**src/rtl/fifo_wr_arbiter.sv**
```systemverilog
// fifo_wr_arbiter: round-robin arbiter that shares one FIFO write port among
// N producers. One producer is granted at a time for up to Burst beats; the
// FIFO full flag stalls the burst without ending it.
//
// Handshake: producer i offers a word whenever req[i] is high. A word is
// transferred (a "beat") on a clock edge where grant[i] && req[i] && !full.
// That is the same condition that raises w_en. The producer must hold its
// data slice stable until that edge and present the next word after it.
// Dropping req[i] while granted releases the grant on that edge, with no beat.
module fifo_wr_arbiter #(
  parameter int Width = 8,
  parameter int N     = 4,
  parameter int Burst = 4
) (
  input  logic                   clk,
  input  logic                   rst,
  input  logic [N-1:0]           req,
  input  logic [N*Width-1:0]     data_in,
  input  logic                   full,
  output logic [N-1:0]           grant,
  output logic                   w_en,
  output logic [Width-1:0]       wr_data,
  output logic                   busy,
  output logic                   dbg_state,
  output logic [$clog2(N)-1:0]   dbg_last
);

  localparam int LW = $clog2(N);
  localparam int CW = $clog2(Burst + 1);

  typedef enum logic {
    IDLE  = 1'b0,
    BURST = 1'b1
  } state_e;

  state_e          state_q;
  logic [N-1:0]    grant_q;
  logic [LW-1:0]   gidx_q;
  logic [LW-1:0]   last_q;
  logic [CW-1:0]   cnt_q;

  logic [LW-1:0]   win_d;
  logic [N-1:0]    one_hot_d;
  logic [LW-1:0]   cand;
  logic            found;
  logic            req_g;
  logic [Width-1:0] data_g;

  // Round-robin winner: first requester after last_q, wrapping modulo N
  always_comb begin
    win_d = '0;
    found = 1'b0;
    cand  = '0;
    for (int k = 1; k <= N; k++) begin
      cand = LW'((int'(last_q) + k) % N);
      if (!found && req[cand]) begin
        win_d = cand;
        found = 1'b1;
      end
    end
  end

  // One-hot form of the winner, loaded into grant on arbitration
  always_comb begin
    one_hot_d = '0;
    for (int i = 0; i < N; i++) begin
      one_hot_d[i] = (win_d == LW'(i));
    end
  end

  // Select the granted producer's request and data slice
  always_comb begin
    req_g  = 1'b0;
    data_g = '0;
    for (int i = 0; i < N; i++) begin
      if (gidx_q == LW'(i)) begin
        req_g  = req[i];
        data_g = data_in[i*Width +: Width];
      end
    end
  end

  // Arbitration FSM: IDLE picks a winner, BURST counts beats until the
  // burst limit or until the granted producer drops its request
  always_ff @(posedge clk) begin
    if (rst) begin
      state_q <= IDLE;
      grant_q <= '0;
      gidx_q  <= '0;
      cnt_q   <= '0;
      last_q  <= LW'(N - 1);
    end else begin
      case (state_q)
        IDLE: begin
          if (|req) begin
            state_q <= BURST;
            grant_q <= one_hot_d;
            gidx_q  <= win_d;
            cnt_q   <= '0;
          end
        end
        BURST: begin
          if (!req_g) begin
            // early release: no beat on this edge
            state_q <= IDLE;
            grant_q <= '0;
            last_q  <= gidx_q;
            cnt_q   <= '0;
          end else if (!full) begin
            if (cnt_q == CW'(Burst - 1)) begin
              state_q <= IDLE;
              grant_q <= '0;
              last_q  <= gidx_q;
              cnt_q   <= '0;
            end else begin
              cnt_q <= cnt_q + CW'(1);
            end
          end
        end
        default: begin
          state_q <= IDLE;
          grant_q <= '0;
        end
      endcase
    end
  end

  assign busy      = (state_q == BURST);
  assign grant     = grant_q;
  // reset suppresses the write on the reset edge itself
  assign w_en      = busy && req_g && !full && !rst;
  assign wr_data   = busy ? data_g : '0;
  assign dbg_state = (state_q == BURST);
  assign dbg_last  = last_q;

endmodule

```
**config.mk**
```make
export PLATFORM = sky130hd
export DESIGN_NAME = fifo_wr_arbiter
export DESIGN_NICKNAME = d
export VERILOG_FILES = /design/src/rtl/fifo_wr_arbiter.sv
export SDC_FILE = /design/constraint.sdc
export NUM_CORES = 1
export LEC_CHECK = 0
export BUFFER_PORTS_ARGS = -buffer_cell sky130_fd_sc_hd__buf_4
export CAP_MARGIN = 15
export CORE_UTILIZATION = 45
export CTS_BUF_LIST = sky130_fd_sc_hd__clkbuf_16
export DETAILED_ROUTE_END_ITERATION = 7
export PLACE_DENSITY = 0.82
export SLEW_MARGIN = 10
export SYNTH_ARGS = -nofsm -noshare
export SYNTH_HDL_FRONTEND = slang
export SYNTH_SLANG_ARGS = --single-unit
```
**constraint.sdc**
```tcl
create_clock -name clk -period 2.4 [get_ports clk]
set_input_delay 0 -clock clk [delete_from_list [all_inputs] [get_ports clk]]
set_output_delay 0 -clock clk [all_outputs]
set_load 0.05 [all_outputs]
```
==> flow_metrics.tcl <==
set metrics [dict create \
    status "complete, no violations" \
    ys_seq_elements 12 \
    use_met3 0.0588 \
    cp_slowest_stage_delay_ns 0.52 \
    finalHoldViolations 0 \
    end_kind "output pin" \
    synth_compound_area_frac 0.158 \
    crit_fanout 10 \
    die_area_um2 2150 \
    worstPathRequired_ns 2.40 \
    clkSinkCount 12 \
    yosysTopAreaCell "dfxtp_1" \
    cpMaxStageDelayCell "mux4_2" \
    cts_made_buffers 3 \
    drt_wl_total_mm 2.50 \
    synth_top_family_by_area "multiplexers" \
    hp-start "rst" \
    drt_first_pass_iters 4 \
    grt_max_degree 19 \
    peakVddDrop_mv 0.502 \
    postLayoutCellArea_um2 1400 \
    grt_pass1_vias 856 \
    cts_hold_buf 0 \
    fmax_ghz 0.586 \
    avgSynthCellArea_um2 9.95 \
    reg2reg_to "dbg_last[1]" \
    clkLatencyLatePin_ns 0.24 \
    dpl.cell_count 165 \
    drc_errors 0 \
    rows 15 \
    synth_xor_area_frac 0.00989 \
    finClkSkew_ns 0.00305 \
    via_per_inst 5.57 \
    postCtsSetupBuffers 0 \
    max_slew_margin 0.673 \
    cts-root-buf "clkbuf_16" \
    syn_to_final_growth_pct 57.5 \
    grt_use_met1 0.280 \
    portBuffers 55 \
    synth_fa_ha_area_frac 0.0141 \
    synth-edff-count 0 \
    crit_arrival_ns 1.71 \
    muxShareOfSynthArea 0.253 \
    ys_top_cells_by_count "and2_1, dfxtp_1, mux4_2, a21oi_1, nand2_1" \
    maxCapViolations 0 \
    route.vias.total 941 \
    gp_congestion 0.767 \
    finalCriticalPeriod_ns 1.71 \
    grt_pass1_wl_mm 3.78 \
    cts-resized-gates 0 \
    power_leakage_uw 0.000612 \
    synth-simple-area-share 0.253 \
    core_um2 1780 \
    period_share 0.712 \
    finalMaxSlewViolations 0 \
    finalNetCount 185 \
    wl_per_cell_um 14.8 \
    syn_area_um2 886 \
    setup_viol 0 \
    antenna_found_initial 0 \
    crit_type "reg2out" \
    hold_class "in2reg" \
    ys_seq_area_frac 0.271 \
    hold_depth 2 \
    drtAntennaViolNets 0 \
    r2r-start "cnt_q[0]" \
    synthArstFlopShare 0 \
    use_met2 0.436 \
    post_dp_cell_area_um2 1320 \
    hold_path_end "cnt_q[1]" \
    synthDistinctLibCells 32 \
    crit_top_cell "buf_4" \
    dieWidth_um 46.4 \
    fin_setup_tns_ns 0 \
    grt_overflow_total 0 \
    final_cells 169 \
    cp-start-kind "register" \
    cts_tree "done" \
    diodes 0 \
    dp_hpwl_mm 1.86 \
    netlist_top_cells_area "dfxtp_1, mux4_2, and2_1" \
    clock_path_buffers 2 \
    drt_iter0_drc 9 \
    start_util 0.497 \
    power_density_nw_per_um2 637 \
    synth_cells 89 \
    syn_nets 129 \
    worst_slew_pin_slew_ns 0.490 \
    synth_top_area_share 0.271 \
    grt_usage 0.248 \
    crit_chain "buf_4, mux4_2, and2_1, buf_4" \
    grt.busiest_layer "met2" \
    ys.warnings.count 0 \
    rrSetupSlack_ns 0.81 \
    final_layout_size_suffix_gt1_frac 0.514 \
    rr_worst_depth 5 \
    ios 56 \
    synthFlopType "dfxtp_1" \
    die_h_um 46.4 \
    rsz0062_at_grt "false" \
    clkSlewWorstSetupHoldPaths_ns 0.04 \
    htree_levels 1 \
]
==> metrics by stage <==
stage / util / worst slack (ns) / hold WS [ns] / power, µW
floorplan: - / 0.288 / 0.178 / 464
global route: 0.782 / 0.609 / 0.0336 / 926
detailed placement: 0.738 / 0.896 / 0.264 / 581
CTS: 0.782 / 0.683 / 0.0158 / 889
finish: 0.782 / 0.692 / 0.0157 / 888
global placement: 0.738 / 0.929 / 0.262 / 575
==> routing by layer <==
layer  up-vias  routed length, µm
met4         0                 36
li1        445                  -
met1       446                930
met5         -                  0
met3         5                295
met2        45               1240
==> cells in the final DEF (no fill, tap or decap), types with 2 or more instances in the layout <==
cell,instances
a21oi_1,7
and2_1,12
nand3b_1,3
mux4_2,9
a31oi_1,2
nand2_1,5
nor3b_1,2
nand2b_1,3
clkbuf_16,3
inv_1,2
dfxtp_1,12
o21ai_0,2
buf_4,57
nor2_1,4
o2bb2ai_1,4
nor3_1,2
==> power by group <==
| part | switching, µW | leakage (µW) | internal (µW) | total, µW |
|---|---|---|---|---|
| combinational | 188 | 0.000475 | 153 | 341 |
| clock | 90.2 | 0.0000385 | 220 | 310 |
| sequential | 21.6 | 0.0000984 | 217 | 238 |
| total | 299 | 0.000612 | 589 | 888 |
==> how the worst max path moves through the flow <==
stage / from / cells past startpoint / end / slack (ns)
floorplan: busy / 2 / w_en / 0.29
global placement: cnt_q[0] / 5 / dbg_last[1] / 0.93
detailed placement: cnt_q[0] / 5 / dbg_last[1] / 0.90
CTS: gidx_q[0] / 4 / wr_data[6] / 0.68
global route: gidx_q[0] / 4 / wr_data[6] / 0.61
finish: gidx_q[0] / 4 / wr_data[6] / 0.69
==> flip-flops by register name (all words and copies together) (netlist names) <==
register	flops
gidx_q	2
grant	4
dbg_last	2
busy	1
cnt_q	3
==> worst max-delay path, delay by kind of cell, from the launching register on <==
family	cells	cell delay (ns)
mux	1	0.52
simple gates	1	0.18
buf+inv	2	0.41
flops	1	0.35
==> cell type report <==
cell class                 count  area (µm²)
tap                           25        31.3
clock inverter                 1        3.75
sequential                    12         240
inverter                       2        7.51
fill                         130         388
clock buffer                   3        75.1
multi-input combinational     69         609
timing repair buffer          57         428
==> kinds of logic after synthesis <==
kind of cell,count (synthesis)
buffers and inverters,8
and+or+nand+nor,36
AOI/OAI and AO/OA,20
muxes,11
xor gates and xnor gates,1
adders and majority gates,1
DFF,12
Power figures use the tool's default switching activity.
